===== src/rtl/wbdbgbus_arbiter.sv =====
// wbdbgbus_arbiter
//   Two-master pipelined Wishbone arbiter. Port A is the UART debug bus
//   master and port B is a second master (CPU/DMA). Whole bus cycles are
//   granted: the owner keeps the slave bus for as long as its CYC stays
//   high and is never preempted.
//
//   Parameters
//     PRIORITY_A   : 1 = A wins ties, 0 = round-robin on ties
//     TIMEOUT_CLKS : stuck-slave watchdog limit in cycles (>= 2)
//     ADDR_W       : address width on all ports
//
//   Ports
//     i_clk, i_rst             clock, synchronous active-high reset
//     i_{a,b}_cyc/stb/we/addr/data   master requests
//     o_{a,b}_ack/err/stall    responses routed to the owner only
//     o_{a,b}_data             slave read data, broadcast to both masters
//     o_wb_*                   slave-side bus driven from the owner
//     i_wb_ack/err/stall/data  slave responses
//     o_grant                  one-hot owner {B,A}, 00 when idle
//
//   Optional feature: define WBDBGBUS_ARB_TIMEOUT_EN to enable the
//   watchdog. With it, an owner that sees no ack/err for TIMEOUT_CLKS-1
//   cycles gets a one-cycle err and the slave-side cycle is dropped until
//   the owner releases CYC.
module wbdbgbus_arbiter #(
  parameter int PRIORITY_A   = 1,
  parameter int TIMEOUT_CLKS = 1024,
  parameter int ADDR_W       = 32
) (
  input  logic              i_clk,
  input  logic              i_rst,
  input  logic              i_a_cyc,
  input  logic              i_a_stb,
  input  logic              i_a_we,
  input  logic [ADDR_W-1:0] i_a_addr,
  input  logic [31:0]       i_a_data,
  input  logic              i_b_cyc,
  input  logic              i_b_stb,
  input  logic              i_b_we,
  input  logic [ADDR_W-1:0] i_b_addr,
  input  logic [31:0]       i_b_data,
  output logic              o_a_ack,
  output logic              o_a_err,
  output logic              o_a_stall,
  output logic [31:0]       o_a_data,
  output logic              o_b_ack,
  output logic              o_b_err,
  output logic              o_b_stall,
  output logic [31:0]       o_b_data,
  output logic              o_wb_cyc,
  output logic              o_wb_stb,
  output logic              o_wb_we,
  output logic [ADDR_W-1:0] o_wb_addr,
  output logic [31:0]       o_wb_data,
  input  logic              i_wb_ack,
  input  logic              i_wb_err,
  input  logic              i_wb_stall,
  input  logic [31:0]       i_wb_data,
  output logic [1:0]        o_grant
);

`ifdef WBDBGBUS_ARB_TIMEOUT_EN
  typedef enum logic [1:0] {IDLE, OWN_A, OWN_B, DROP} state_t;
  localparam int CW = $clog2(TIMEOUT_CLKS);
  logic [CW-1:0] cnt_q;
`else
  typedef enum logic [1:0] {IDLE, OWN_A, OWN_B} state_t;
`endif

  state_t state_q;
  logic   last_q;   // last served master: 0 = A, 1 = B
  logic   own_a, own_b, a_wins, tmo_hit;

  assign own_a = (state_q == OWN_A);
  assign own_b = (state_q == OWN_B);

  // A takes the bus when it is the only requester, when it has fixed
  // priority, or (round-robin) when B was served last.
  assign a_wins = i_a_cyc && (!i_b_cyc || (PRIORITY_A != 0) || last_q);

`ifdef WBDBGBUS_ARB_TIMEOUT_EN
  // A response arriving in the limit cycle still counts, so it rescues the cycle.
  assign tmo_hit = (own_a || own_b) && (cnt_q == CW'(TIMEOUT_CLKS - 1))
                   && !i_wb_ack && !i_wb_err;
`else
  assign tmo_hit = 1'b0;
`endif

  always_ff @(posedge i_clk) begin
    if (i_rst) begin
      state_q <= IDLE;
      last_q  <= 1'b1;
`ifdef WBDBGBUS_ARB_TIMEOUT_EN
      cnt_q   <= '0;
`endif
    end else begin
      case (state_q)
        IDLE:
          if (a_wins) begin
            state_q <= OWN_A;
            last_q  <= 1'b0;
          end else if (i_b_cyc) begin
            state_q <= OWN_B;
            last_q  <= 1'b1;
          end
        OWN_A:
          if (!i_a_cyc)     state_q <= IDLE;
`ifdef WBDBGBUS_ARB_TIMEOUT_EN
          else if (tmo_hit) state_q <= DROP;
`endif
        OWN_B:
          if (!i_b_cyc)     state_q <= IDLE;
`ifdef WBDBGBUS_ARB_TIMEOUT_EN
          else if (tmo_hit) state_q <= DROP;
        // last_q still names the owner whose cycle was dropped
        DROP:
          if (!(last_q ? i_b_cyc : i_a_cyc)) state_q <= IDLE;
`endif
        default: state_q <= IDLE;
      endcase
`ifdef WBDBGBUS_ARB_TIMEOUT_EN
      // Cleared outside an active owned cycle, which covers the grant edge.
      if (!((own_a || own_b) && o_wb_cyc) || i_wb_ack || i_wb_err)
        cnt_q <= '0;
      else
        cnt_q <= cnt_q + CW'(1);
`endif
    end
  end

  // Slave-side mux: follows the owner's live signals; nothing when idle.
  always_comb begin
    o_wb_cyc  = 1'b0;
    o_wb_stb  = 1'b0;
    o_wb_we   = 1'b0;
    o_wb_addr = '0;
    o_wb_data = '0;
    if (own_a) begin
      o_wb_cyc  = i_a_cyc;
      o_wb_stb  = i_a_stb;
      o_wb_we   = i_a_we;
      o_wb_addr = i_a_addr;
      o_wb_data = i_a_data;
    end else if (own_b) begin
      o_wb_cyc  = i_b_cyc;
      o_wb_stb  = i_b_stb;
      o_wb_we   = i_b_we;
      o_wb_addr = i_b_addr;
      o_wb_data = i_b_data;
    end
  end

  // With no owner, late slave responses fall on the floor.
  assign o_a_ack   = own_a & i_wb_ack;
  assign o_a_err   = own_a & (i_wb_err | tmo_hit);
  assign o_a_stall = own_a ? i_wb_stall : 1'b1;
  assign o_b_ack   = own_b & i_wb_ack;
  assign o_b_err   = own_b & (i_wb_err | tmo_hit);
  assign o_b_stall = own_b ? i_wb_stall : 1'b1;
  assign o_a_data  = i_wb_data;
  assign o_b_data  = i_wb_data;

`ifdef WBDBGBUS_ARB_TIMEOUT_EN
  // A dropped owner still shows in o_grant until it releases CYC.
  assign o_grant = {own_b | ((state_q == DROP) &  last_q),
                    own_a | ((state_q == DROP) & ~last_q)};
`else
  assign o_grant = {own_b, own_a};
`endif

endmodule


===== config.mk =====
export PLATFORM = sky130hd
export DESIGN_NAME = wbdbgbus_arbiter
export DESIGN_NICKNAME = d
export VERILOG_FILES = /design/src/rtl/wbdbgbus_arbiter.sv
export SDC_FILE = /design/constraint.sdc
export NUM_CORES = 1
export LEC_CHECK = 0
export BUFFER_PORTS_ARGS = -buffer_cell sky130_fd_sc_hd__buf_2
export CORE_AREA = 10 10 113 115
export CTS_CLUSTER_DIAMETER = 200
export DETAILED_ROUTE_END_ITERATION = 10
export DIE_AREA = 0 0 123 125
export PLACE_DENSITY_LB_ADDON = 0.25
export SLEW_MARGIN = 0
export SYNTH_ARGS = -nofsm -noshare
export SYNTH_HDL_FRONTEND = slang
export SYNTH_SLANG_ARGS = --single-unit

===== constraint.sdc =====
create_clock -name i_clk -period 2 [get_ports i_clk]
set_input_delay 0.1 -clock i_clk [delete_from_list [all_inputs] [get_ports i_clk]]
set_output_delay 0.1 -clock i_clk [all_outputs]
set_load 0.03 [all_outputs]

## Word-level counts from Yosys, hierarchy flattened

Index checks and enable logic that the tools add are counted.

| storage, ports and cells | value |
|---|---|
| bits of input ports | 171 |
| bits in registers | 2 |
| output and inout bits | 139 |
| logic and storage cells | 29 |

| cells by class | value |
|---|---|
| muxes and demuxes | 17 |
| bitwise operators | 4 |
| reductions and logical operators | 2 |
| equality and inequality tests | 5 |

Operator list:

| cell | count |
|---|---|
| $mux W32 | 4 |
| $mux W1 | 8 |
| $mux W2 | 4 |
| $pmux W2 S3 | 1 |
| $and A1 B1 Y1 | 4 |
| $ne A2 B2 Y1 const B | 2 |
| $ne A3 B3 Y1 const B | 1 |
| $reduce_and A3 Y1 | 1 |
| $eq A2 B1 Y1 const B | 1 |
| $eq A2 B2 Y1 const B | 1 |
| $logic_not A2 Y1 | 1 |

## Logic depth before layout (Yosys ltp)

| depth | value |
|---|---|
| depth in word-level cells | 3 |
| depth in mapped cells | 4 |
| gate-level depth less buffers | 2 |

## Worst setup path after synthesis

Ideal clock, no wire load.

| timing | value |
|---|---|
| path kind | register to output |
| from | register state_q[0] |
| to | output port o_wb_addr[0] |
| slack | 854 ps |
| path buffers | 2 |
| stages on the path, launching flop included | 5 |
| arrival | 1,046 ps |
| required time | 1,900 ps |
| cells stage by stage | dfxtp_1 -> nor2b_1 -> buf_6 -> buf_4 -> a22o_1 |

| on the way | value |
|---|---|
| word-level cells in the longest chain between the ends | 3 |
| elaborated cells between the ends (all ways) | 4 |
| those cells by class | eq/ne: 2; mux: 2 |

Ends and longest elaborated chain:

| what | RTL line | source |
|---|---|---|
| from (decl) | 70 | `state_t state_q;` |
| from (signal assigned) | 91 | `state_q <= IDLE;` |
| from (signal assigned) | 100 | `state_q <= OWN_A;` |
| from (signal assigned) | 103 | `state_q <= OWN_B;` |
| $eq A2 B2 Y1 | 75 | `assign own_b = (state_q == OWN_B);` |
| $mux W32 | 144 | `end else if (own_b) begin` |
| $mux W32 * | 138 | `if (own_a) begin` |
| to (decl) | 53 | `output logic [ADDR_W-1:0] o_wb_addr,` |

Mark *: on every way between the ends. The rest lies on a longest branch, timed or not.

## Final worst setup path

| timing | value |
|---|---|
| from | register state_q[1] |
| to | output port o_wb_data[16] |

| on the way | value |
|---|---|
| word-level cells in the longest chain between the ends | 3 |
| elaborated cells between the ends (all ways) | 4 |
| those cells by class | eq/ne: 2; mux: 2 |

Ends and longest elaborated chain:

| what | RTL line | source |
|---|---|---|
| $eq A2 B2 Y1 | 75 |  |
| $mux W32 | 144 |  |
| $mux W32 * | 138 |  |
| to (decl) | 54 | `output logic [31:0] o_wb_data,` |

Marks and branches as above.

==> impl_metrics.toml <==
[drt]
drc = 0
final_antenna_net_count = 0
avgRoutedWirePerCell_um = 17.1
drtPass1Iterations = 4
detail_route.iter0.violations = 43
viasPerCell = 3.94
drt_wl_total_um = 7490
via_count = 1731

[power]
peakVddDrop_v = 0.000242
power.leakage_nw = 1.24
power.density_nw_per_um2 = 373

[global_routing]
grt_pass1_vias = 1907
grt_usage = 0.0849
antenna_found_initial = 1
grt-ovfl-total = 0
grt_pass1_wl_um = 10700
grt_max_degree = 72

[worst_setup_path]
crit_start = "state_q[1]"
setup.worst_path.end = "o_wb_data[16]"
r2r_cells = 2
crit_type = "reg -> out"
critPathBufInv = 2
end_kind = "output port"
reg2reg_slack_ps = 1290
r2r_start = "state_q[1]"
crit_path_max_fanout = 70
crit_path_max_incr_delay_ps = 390
slowest_stage = "dfxtp_1"
worstSetupStartpointType = "register"
critPathTopFamily = "buffers and inverters"
crit_required_ps = 1900
cp_num_cells = 4
crit_path_cell_trace = "and2b_2 > buf_12 > a22o_1 > buf_2"
cp_data_arrival_time_ps = 1530
r2r_end = "state_q[1]"

[layout]
drive_gt1_frac = 0.736
finalInstanceArea_um2 = 2040
diodes = 0
layout_commonest_cell = "buf_2"
final_core_util = 0.192
nets = 472
area_growth_pct = 50.4
reg_top3 = "state_q x2"
largest_reg_flops = 2
regMostFlops = "state_q"
final_cell_mix = "buf_2 (213), a22o_1 (67), and2_1 (4)"

[placed_design]
gp_congestion = 0.752
dp_hpwl_um = 6400
pre_cts_ws_ps = 583
io_buffers = 213
placed_area_um2 = 1990

[timing]
fin_tns_setup_ps = 0
setup_viol = 0
holdWs_ps = 65.5
timing.slew.headroom = 0.785
setup_ws_ps = 369
hold_viol_final = 0
finalCritPeriodShare = 0.816
finalCriticalPeriod_ps = 1630
grt_setup_unrepaired = "no"
fmax_mhz = 613
tightest_slew_ps = 322
fin_skew_ps = 0.958
slew_viol_final = 0

[clock_network]
ctsHoldBuffers = 0
cts_resized = 0
cts_root_buf = "clkbuf_8"
clk_latency_ps = 210
path_clk_slew_ps = 30
clkSinkCount = 2
numCtsBuffers = 3
cts_tree = "done"
clock_path_buffers = 2
h-tree-depth = 1
post_cts_buffers = 0

[floorplanning]
dieArea_um2 = 15400
io_pins = 310
die_y_um = 125
initial_core_util = 0.128
rows = 38
core_um2 = 10600
die_w_um = 123

[hold_path]
hold_path_class = "in -> reg"

[flow_run]
drv_cap = 0

[outcome]
status = "finished clean"

[yosys]
syn_nets = 334
synthDistinctLibCells = 9
synth_area_um2 = 1350
syn_area_per_cell_um2 = 8.31
synth.yosys.warnings = 0
synth_cells = 163
ys_seq_elements = 2
seq_area_frac_synth = 0.0296
[power breakdown]
part / leakage, nW / internal, mW / switching [mW]
combinational: 1.20 / 0.228 / 0.328
sequential: 0.0165 / 0.0424 / 0.00193
clock: 0.0216 / 0.127 / 0.0318
total: 1.24 / 0.398 / 0.362
[per-layer routing]
| layer | up-vias | GRT usage | wire length, µm |
|---|---|---|---|
| li1 | 815 | - | - |
| met5 | - | 0 | 0 |
| met2 | 125 | 0.147 | 3620 |
| met1 | 769 | 0.0869 | 2560 |
| met3 | 22 | 0.0396 | 1070 |
| met4 | 0 | 0.0322 | 247 |
[worst register-to-register path: stages, from the launching register on]
cell,delay [ps]
dfxtp_1,390
nor2b_1,90
nor3b_1,160
[worst min-delay path by stage]
stage | from | cells past startpoint | slack, ps | endpoint
finish | i_rst | 2 | 70 | state_q[0]
global route | i_rst | 2 | 80 | state_q[1]
global placement | i_wb_data[28] | 0 | 200 | o_b_data[28]
CTS | i_rst | 2 | 60 | state_q[0]
detailed placement | i_wb_data[28] | 0 | 200 | o_b_data[28]
floorplan | i_rst | 1 | 170 | state_q[0]
[through the flow]
step           std cells  power [mW]
4_1_cts              439       0.774
5_1_grt              439       0.815
6_report             439       0.759
3_3_place_gp         436       0.604
3_5_place_dp         436       0.608
2_1_floorplan        163       0.619
[cell usage after synthesis]
| master | number | share of area |
|---|---|---|
| nor3b_1 | 1 | 0.0055 |
| buf_6 | 9 | 0.075 |
| and2_1 | 4 | 0.018 |
| dfxtp_1 | 2 | 0.030 |
| a22o_1 | 67 | 0.43 |
| nor2b_1 | 4 | 0.018 |
| nand2b_1 | 2 | 0.0092 |
| and2b_1 | 1 | 0.0055 |
| buf_4 | 73 | 0.40 |
[layout make-up]
type                    instances  area [µm²]
multi-input cells              79         673
flip-flops and latches          2        40.0
well taps                     140         175
fillers                      1204        8570
clock buffers                   3        41.3
repair buffers                215        1110
[cell families (layout without fill, tap and decap cells)]
group | Yosys count | after routing | share of synthesized area
buffers and inverters | 82 | 218 | 0.480
AOI/OAI and AO/OA | 67 | 67 | 0.433
and+or+nand+nor | 12 | 12 | 0.0573
DFF | 2 | 2 | 0.0296
Power figures use the tool's default switching activity.
